[src/rtl/pipelined_muldiv_alu_pkg.sv]
// Shared opcode constants, FSM encoding and iterative-engine op kinds for pipelined_muldiv_alu.
// ALU_DIV_EN (when defined) makes DIV/REM real operations instead of undefined opcodes.
package pipelined_muldiv_alu_pkg;

  localparam logic [3:0] ALU_ADD = 4'd0;
  localparam logic [3:0] ALU_SUB = 4'd1;
  localparam logic [3:0] ALU_CEQ = 4'd2;
  localparam logic [3:0] ALU_CLT = 4'd3;
  localparam logic [3:0] ALU_CLE = 4'd4;
  localparam logic [3:0] ALU_AND = 4'd5;
  localparam logic [3:0] ALU_ORR = 4'd6;
  localparam logic [3:0] ALU_XOR = 4'd7;
  localparam logic [3:0] ALU_SHL = 4'd8;
  localparam logic [3:0] ALU_SHR = 4'd9;
  localparam logic [3:0] ALU_SRA = 4'd10;
  localparam logic [3:0] ALU_MUL = 4'd11;
  localparam logic [3:0] ALU_DIV = 4'd12;
  localparam logic [3:0] ALU_REM = 4'd13;

  typedef enum logic [1:0] {
    ST_IDLE = 2'd0,
    ST_BUSY = 2'd1,
    ST_DONE = 2'd2
  } alu_state_t;

  typedef enum logic [1:0] {
    ENG_MUL = 2'd0,
    ENG_DIV = 2'd1,
    ENG_REM = 2'd2
  } eng_op_t;

  function automatic logic is_iterative(input logic [3:0] op);
`ifdef ALU_DIV_EN
    return (op == ALU_MUL) || (op == ALU_DIV) || (op == ALU_REM);
`else
    return (op == ALU_MUL);
`endif
  endfunction

endpackage

[src/rtl/pipelined_muldiv_alu_engine.sv]
// Iterative MUL (shift-add) and, with ALU_DIV_EN, restoring DIV/REM: one bit per cycle.
// start loads operands; done pulses in the cycle of the final iteration with result valid.
module alu_iterative_engine
  import pipelined_muldiv_alu_pkg::*;
#(
  parameter int WIDTH = 32
) (
  input  logic             clk,
  input  logic             rst,
  input  logic             start,
  input  eng_op_t          op,
  input  logic [WIDTH-1:0] x,
  input  logic [WIDTH-1:0] y,
  output logic             done,
  output logic [WIDTH-1:0] result
);

  localparam int CNT_W = $clog2(WIDTH) + 1;

  logic             busy_reg;
  logic [CNT_W-1:0] count_reg;
  eng_op_t          op_reg;
  // acc: product / partial remainder; a: multiplicand / divisor; b: multiplier / dividend-quotient
  logic [WIDTH-1:0] acc_reg, a_reg, b_reg;
  logic [WIDTH-1:0] acc_next, a_next, b_next;

`ifdef ALU_DIV_EN
  logic [WIDTH:0]   rem_shift;
  logic             take;
`endif

  always_comb begin
    acc_next = b_reg[0] ? (acc_reg + a_reg) : acc_reg;
    a_next   = a_reg << 1;
    b_next   = b_reg >> 1;
`ifdef ALU_DIV_EN
    rem_shift = {acc_reg, b_reg[WIDTH-1]};
    // A zero divisor always "fits", giving all-ones quotient and remainder = dividend.
    take      = (rem_shift >= {1'b0, a_reg});
    if (op_reg != ENG_MUL) begin
      a_next   = a_reg;
      b_next   = {b_reg[WIDTH-2:0], take};
      acc_next = take ? WIDTH'(rem_shift - {1'b0, a_reg}) : rem_shift[WIDTH-1:0];
    end
`endif
  end

  assign done   = busy_reg && (count_reg == CNT_W'(WIDTH - 1));
  assign result = (op_reg == ENG_DIV) ? b_next : acc_next;

  always_ff @(posedge clk or posedge rst) begin
    if (rst) begin
      busy_reg  <= 1'b0;
      count_reg <= '0;
      op_reg    <= ENG_MUL;
      acc_reg   <= '0;
      a_reg     <= '0;
      b_reg     <= '0;
    end else if (start) begin
      busy_reg  <= 1'b1;
      count_reg <= '0;
      op_reg    <= op;
      acc_reg   <= '0;
      a_reg     <= (op == ENG_MUL) ? x : y;
      b_reg     <= (op == ENG_MUL) ? y : x;
    end else if (busy_reg) begin
      acc_reg   <= acc_next;
      a_reg     <= a_next;
      b_reg     <= b_next;
      count_reg <= count_reg + CNT_W'(1);
      if (done) busy_reg <= 1'b0;
    end
  end

endmodule

[src/rtl/pipelined_muldiv_alu.sv]
// Execute-stage ALU with valid/ready handshake: 1-cycle ops here, MUL/DIV/REM in the engine.
// Define ALU_DIV_EN to build DIV/REM; otherwise they report Illegal like undefined opcodes.
module pipelined_muldiv_alu
  import pipelined_muldiv_alu_pkg::*;
#(
  parameter int WIDTH = 32
) (
  input  logic             clk,
  input  logic             rst,
  input  logic             in_valid,
  output logic             in_ready,
  input  logic [3:0]       op_code,
  input  logic [WIDTH-1:0] x,
  input  logic [WIDTH-1:0] y,
  output logic             out_valid,
  input  logic             out_ready,
  output logic [WIDTH-1:0] z,
  output logic             illegal
);

  localparam int SHAMT_W = $clog2(WIDTH);

  alu_state_t         state_reg, state_next;
  logic               accept, start, eng_done;
  logic [WIDTH-1:0]   eng_result;
  eng_op_t            eng_op;
  logic [WIDTH-1:0]   quick_z;
  logic               quick_illegal;
  logic [SHAMT_W-1:0] shamt;
  logic [WIDTH-1:0]   z_reg;
  logic               illegal_reg;

  always_comb begin
    quick_z       = '0;
    quick_illegal = 1'b0;
    shamt         = y[SHAMT_W-1:0];
    case (op_code)
      ALU_ADD: quick_z = x + y;
      ALU_SUB: quick_z = x - y;
      ALU_CEQ: quick_z = WIDTH'(x == y);
      ALU_CLT: quick_z = WIDTH'(x < y);
      ALU_CLE: quick_z = WIDTH'(x <= y);
      ALU_AND: quick_z = x & y;
      ALU_ORR: quick_z = x | y;
      ALU_XOR: quick_z = x ^ y;
      ALU_SHL: quick_z = x << shamt;
      ALU_SHR: quick_z = x >> shamt;
      ALU_SRA: quick_z = $unsigned($signed(x) >>> shamt);
      ALU_MUL: quick_z = '0;
`ifdef ALU_DIV_EN
      ALU_DIV, ALU_REM: quick_z = '0;
`endif
      default: quick_illegal = 1'b1;
    endcase
  end

  always_comb begin
    eng_op = ENG_MUL;
    if (op_code == ALU_DIV) eng_op = ENG_DIV;
    else if (op_code == ALU_REM) eng_op = ENG_REM;
  end

  // Handshake FSM: a result being consumed frees the slot for a new op in the same cycle.
  always_ff @(posedge clk or posedge rst) begin
    if (rst) state_reg <= ST_IDLE;
    else     state_reg <= state_next;
  end

  always_comb begin
    state_next = state_reg;
    in_ready   = (state_reg == ST_IDLE) || ((state_reg == ST_DONE) && out_ready);
    accept     = in_valid && in_ready;
    start      = accept && is_iterative(op_code);
    case (state_reg)
      ST_IDLE: if (accept) state_next = start ? ST_BUSY : ST_DONE;
      ST_BUSY: if (eng_done) state_next = ST_DONE;
      ST_DONE: begin
        if (accept)         state_next = start ? ST_BUSY : ST_DONE;
        else if (out_ready) state_next = ST_IDLE;
      end
      default: state_next = ST_IDLE;
    endcase
  end

  always_ff @(posedge clk or posedge rst) begin
    if (rst) begin
      z_reg       <= '0;
      illegal_reg <= 1'b0;
    end else if (accept) begin
      z_reg       <= quick_z;
      illegal_reg <= quick_illegal;
    end else if (eng_done) begin
      z_reg       <= eng_result;
    end
  end

  alu_iterative_engine #(.WIDTH(WIDTH)) u_engine (
    .clk    (clk),
    .rst    (rst),
    .start  (start),
    .op     (eng_op),
    .x      (x),
    .y      (y),
    .done   (eng_done),
    .result (eng_result)
  );

  assign out_valid = (state_reg == ST_DONE);
  assign z         = z_reg;
  assign illegal   = illegal_reg;

endmodule

[config.mk]
export PLATFORM = sky130hd
export DESIGN_NAME = pipelined_muldiv_alu
export DESIGN_NICKNAME = d
export VERILOG_FILES = /design/src/rtl/pipelined_muldiv_alu_pkg.sv /design/src/rtl/pipelined_muldiv_alu_engine.sv /design/src/rtl/pipelined_muldiv_alu.sv
export SDC_FILE = /design/constraint.sdc
export NUM_CORES = 1
export LEC_CHECK = 0
export ABC_AREA = 1
export CAP_MARGIN = 20
export CELL_PAD_IN_SITES_DETAIL_PLACEMENT = 1
export CELL_PAD_IN_SITES_GLOBAL_PLACEMENT = 1
export CORE_UTILIZATION = 43
export CTS_BUF_LIST = sky130_fd_sc_hd__clkbuf_8
export DETAILED_ROUTE_END_ITERATION = 10
export PLACE_DENSITY_LB_ADDON = 0.05
export REMOVE_ABC_BUFFERS = 1
export SYNTH_ARGS = -nofsm -noshare
export SYNTH_HDL_FRONTEND = slang
export SYNTH_SLANG_ARGS = --single-unit
[constraint.sdc]
create_clock -name clk -period 6.3 [get_ports clk]
set_input_delay 1.575 -clock clk [delete_from_list [all_inputs] [get_ports clk]]
set_output_delay 1.575 -clock clk [all_outputs]
set_load 0.05 [all_outputs]
### Word level (Yosys, flattened, before mapping)

Index checks and enable logic that the tools add are counted.

* bits in registers: 140
* output and inout bits: 35

* multiplexer cells: 27
* reductions and logical operators: 12
* equality and inequality tests: 21
* shift operators: 3
* add/sub/neg operators: 4
* $lt $le $gt $ge: 2
* bitwise logic cells: 3

Operators with widths (count)
* two-way mux 32 bit: 12
* case mux 32 bit (11 select lines): 1
* adder 32 bit: 2
* AND 32 bit: 1
* equality test 32 bit: 1
* less-or-equal comparator 32 bit: 1
* less-than comparator 32 bit: 1
* OR 32 bit: 1
* left shift 32 x 5 -> 32 bit: 1
* right shift 32 x 5 -> 32 bit: 1
* >>> shifter 32 x 5 -> 32 bit: 1
* subtractor 32 bit: 1
* bitwise XOR 32 bit: 1
* equality test 4 bit (second input constant): 6
* equality test 4 x 3 -> 1 bit (second input constant): 4
* two-way mux 2 bit: 7
* two-way mux 6 bit: 2
* OR reduction 12 bit: 1
* equality test 4 x 2 -> 1 bit (second input constant): 2
* adder 6 x 1 -> 6 bit (second input constant): 1
* equality test 6 x 5 -> 1 bit (second input constant): 1
* case mux 2 bit (3 select lines): 1
* equality test 2 x 1 -> 1 bit (second input constant): 2
* equality test 4 x 1 -> 1 bit (second input constant): 1
* 10 further kinds: 19

### Longest topological paths before layout

* depth after elaboration: 8
* gate-level depth with buffers: 22
* mapped depth without buffers: 18

### By module

A second synthesis with hierarchy kept.

* cells, all modules: 3580
* area total of the unflattened synthesis: 20007.9 µm²

By module, submodules not included
* pipelined_muldiv_alu: sequential area each 875.8 µm², area an instance 11962.7 µm², times used 1, cells an instance 2369
* alu_iterative_engine: sequential area each 2627.5 µm², area an instance 8045.2 µm², times used 1, cells an instance 1211

### Worst setup path before layout

Ideal clock, no wire load.

* path kind: input to register
* start: input y[3]
* end: register z_reg[19], in the netlist z[19]
* cell stages on the path: 20
* path buffers: 4
* path slack: 2.332 ns
* data required time: 6.182 ns
* setup time: 0.118 ns
* arrival time: 3.850 ns
* cell sequence: buf_2 -> inv_1 -> clkbuf_1 -> clkbuf_1 -> ha_1 -> buf_2 -> nor2_1 -> nand2_1 -> nor2_1 -> nand2_1 -> nand3b_1 -> nand2_1 -> nand2_1 -> nand2_1 -> nand3_1 -> nand2_1 -> nor2_1 -> nor2_1 -> nor2_1 -> nor2_1

* word-level cells in the longest chain between the ends: 3
* elaborated cells between the ends (all ways): 7

RTL lines
* start, declared: RTL line pipelined_muldiv_alu.sv:14 `input logic [WIDTH-1:0] y,`
* subtractor 32 bit (tied with other cells): RTL line pipelined_muldiv_alu.sv:39 `ALU_SUB: quick_z = x - y;`
* case mux 32 bit (11 select lines) (*): RTL line pipelined_muldiv_alu.sv:37 `case (op_code)`
* two-way mux 32 bit (*): RTL line pipelined_muldiv_alu.sv:89 `end else if (accept) begin`
* end signal, assigned: RTL line pipelined_muldiv_alu.sv:90 `z_reg <= quick_z;`
* end signal, assigned: RTL line pipelined_muldiv_alu.sv:93 `z_reg <= eng_result;`
* end, declared: RTL line pipelined_muldiv_alu.sv:30 `logic [WIDTH-1:0] z_reg;`

Mark *: on every way between the ends. The rest lies on a longest branch, timed or not.
A chain may end at the register's enable or synchronous reset.

### Final worst setup path

* start: input x[21]
* end: register z_reg[24], in the netlist z[24]

* word-level cells in the longest chain between the ends: 3
* elaborated cells between the ends (all ways): 7

RTL lines
* start, declared: RTL line pipelined_muldiv_alu.sv:13 `input logic [WIDTH-1:0] x,`
* subtractor 32 bit (tied with other cells): RTL line pipelined_muldiv_alu.sv:39
* case mux 32 bit (11 select lines) (*): RTL line pipelined_muldiv_alu.sv:37
* two-way mux 32 bit (*): RTL line pipelined_muldiv_alu.sv:89

Marks and branches as above.

==> metrics.txt <==
outcome completed; met3 wire len 8.407 mm; synthesized area per cell 5.593 µm²; Worst-Skew Late Latency 0.52 ns; routed len/inst 25.78 µm; initial drt markers 2,346; wirelength, routed 105.7 mm; pwr/cell area 297.9 mW/mm²; layout cells sized above 1 0.02938; Leak 0.01166 µW; largest net degree at the start of global routing 96; post-detail-place hpwl 82.84 mm; Synth cell types 42; Yosys top cell area share 0.2252; H-tree Lvls 4; CP bufs+invs 3; peak supply drop 0.4406 mV; Data required, critical path 6.64 ns; EDFF count, synth 0; Die Y 214.8 µm; met2 wire len 49.31 mm; most frequent cell after synthesis nand2_1; Max Used Layer met5; startpoint types input port; max-cap viol count 0; kind of critical path input port to register; CTS tree done; Final Hold Viols 0; dpl ws 1.171 ns; Num CTS Buffers 17; Cells after Synth 3,481; FP Rows 77; worst setup margin 1.517 ns; period utilization 0.7591; synthesized flop and latch total 140; routed vias 25,430; vias per cell 6.204; fin cells 4,099; final setup fails 0; Synth Warn # 0; async set-reset flop share out of synthesis 1.000; clock tree buffer depth 2; slowest CP cell clkdlybuf4s50_1; total die area 0.04613 mm²; IO Count 107; Slew Limit Fails 0; vias in the first global route 26,150; Synth Cell Area 0.01947 mm²; Clock Skews 0.03286 ns; iteration count of the initial detailed-routing pass 8; Placed Cells 4,066; Worst path most repeated cell nand2_1; total gr overflow 0; area grow syn2layout 10.03%; worst slew pin tran 1.128 ns; nets@finish 3,700; Final Critical Period 4.783 ns; clock transition at the registers of the reported paths 0.08 ns; Hold WC Path Type register to register; cell family with most CP delay simple AND/OR/NAND/NOR gates; crit end category register; initial antenna violation count 2; Area after DPL 0.02094 mm²; Tot GR Track Use 0.4497; Max Fclk 209.1 MHz; CTS Root Cell clkbuf_8; CP Data Arrival Time 5.12 ns; CTS resizes 0; Synth Flop Type dfrtp_1; Die Width 214.8 µm; drt drc 0; Design Power 6382 µW; Routed Antenna Nets 0; Slew HR 0.2459; IO buf count 106; Hold Buf Count CTS 0; CP max FO 10; RSZ-0062 raised after global routing false; Synth top cells by count nand2_1 (1,168), inv_1 (506), nand3_1 (475); first-pass GRT wire length 157.7 mm; sequential area share after synthesis 0.1799; Setup Buffers After CTS 0; global placer's final weighted congestion 1.060; Cell Chain, Critical Path clkdlybuf4s50_1 -> inv_1 -> ha_1 -> nor2_1 -> nand2_1 -> nor2_1 -> inv_1 -> nor2_1 -> nand2_1 -> nand3_1 -> nand2_1 -> nand3_1 -> nand2_1 -> o21ai_0 -> a21oi_1; WL met1 40.44 mm; design area 0.02142 mm²; final setup TNS 0 ns; Initial Util 0.4383; post-synth top area cell nand2_1; crit-path max cell delay 0.77 ns; total core area 0.04441 mm²; # clock sinks 140; Area contributors post-synth nand2_1 (23%), dfrtp_1 (18%), nand3_1 (12%)
[layout by cell type, fill, tap and decap left out, drive strengths merged, types with 4 or more instances in the layout]
cell,count
dfrtp,140
a31oi,6
clkinv,6
a211oi,7
and3,4
nand3,475
o21ai,162
xnor2,5
a21oi,159
bufinv,5
nor2,259
o21bai,11
nor3,27
ha,132
buf,51
a21o,17
nand4,31
o211ai,70
o221ai,55
a22o,5
nand3b,7
o31ai,4
xor2,12
inv,516
or2,4
nand2,1168
clkbuf,18
clkdlybuf4s50,103
and2,9
o22ai,27
[worst min-delay path: stages (launching register included)]
cell and delay (ns):
dfrtp_1 0.36, nand2_1 0.06, nand2_1 0.06
[cells by family (layout without fill, tap and decap cells)]
group                    after synthesis  in the layout  share of synthesized area
AO/OA/AOI/OAI                        525            525                     0.1630
multiplexers                           3              3                   0.001542
buffers and inverters                676            701                     0.1359
flip-flops                           140            140                     0.1799
adder cells (fa/ha/maj)              135            135                    0.08792
AND/OR/NAND/NOR                     1985           1985                     0.4240
XOR/XNOR                              17             17                   0.007648
other                                  0              1                          0
[layout make-up]
cell class / count / area (µm²)
inverters: 515 / 1938
well taps: 592 / 740.7
diodes: 1 / 2.502
multi-input cells: 2665 / 13340
flip-flops and latches: 140 / 3503
fillers: 6400 / 22990
clock buffers: 18 / 247.7
clock inverters: 14 / 229.0
repair buffers: 154 / 1419
[final timing paths]
path / from / end / slack (ns) / cells after the start
worst max-delay path: x[21] / z[24]$_DFFE_PP0P_ / 1.52 / 15
worst min-delay path: z[30]$_DFFE_PP0P_ / z[30]$_DFFE_PP0P_ / 0.51 / 2
worst max register to register: u_engine.count_reg[0]$_DFFE_PP0P_ / z[21]$_DFFE_PP0P_ / 3.09 / 8
worst min register to register: z[30]$_DFFE_PP0P_ / z[30]$_DFFE_PP0P_ / 0.51 / 2
max in group asynchronous: rst / u_engine.b_reg[25]$_DFFE_PP0P_ / 3.55 / 3
min in group asynchronous: rst / u_engine.busy_reg$_DFF_PP0_ / 1.56 / 2
[report_power, final]
part	switching [µW]	internal (µW)	total (µW)
clock	442	491	932
combinational	2730	1150	3880
sequential	317	1250	1570
total	3490	2890	6380
[layer usage]
metal  vias up  GRT usage
li1      11290          -
met4         2     0.2898
met1     12450     0.5289
met3       387    0.07955
met5         -          0
met2      1306     0.7538
[stage by stage]
| step | utilization | hold WS (ns) |
|---|---|---|
| floorplan | - | 0.4696 |
| global placement | 0.4715 | 0.4659 |
| detailed placement | 0.4715 | 0.4807 |
| CTS | 0.4822 | 0.5014 |
| global route | 0.4822 | 0.5301 |
| finish | 0.4823 | 0.5076 |
No activity file was read; power rests on OpenSTA's default activity.
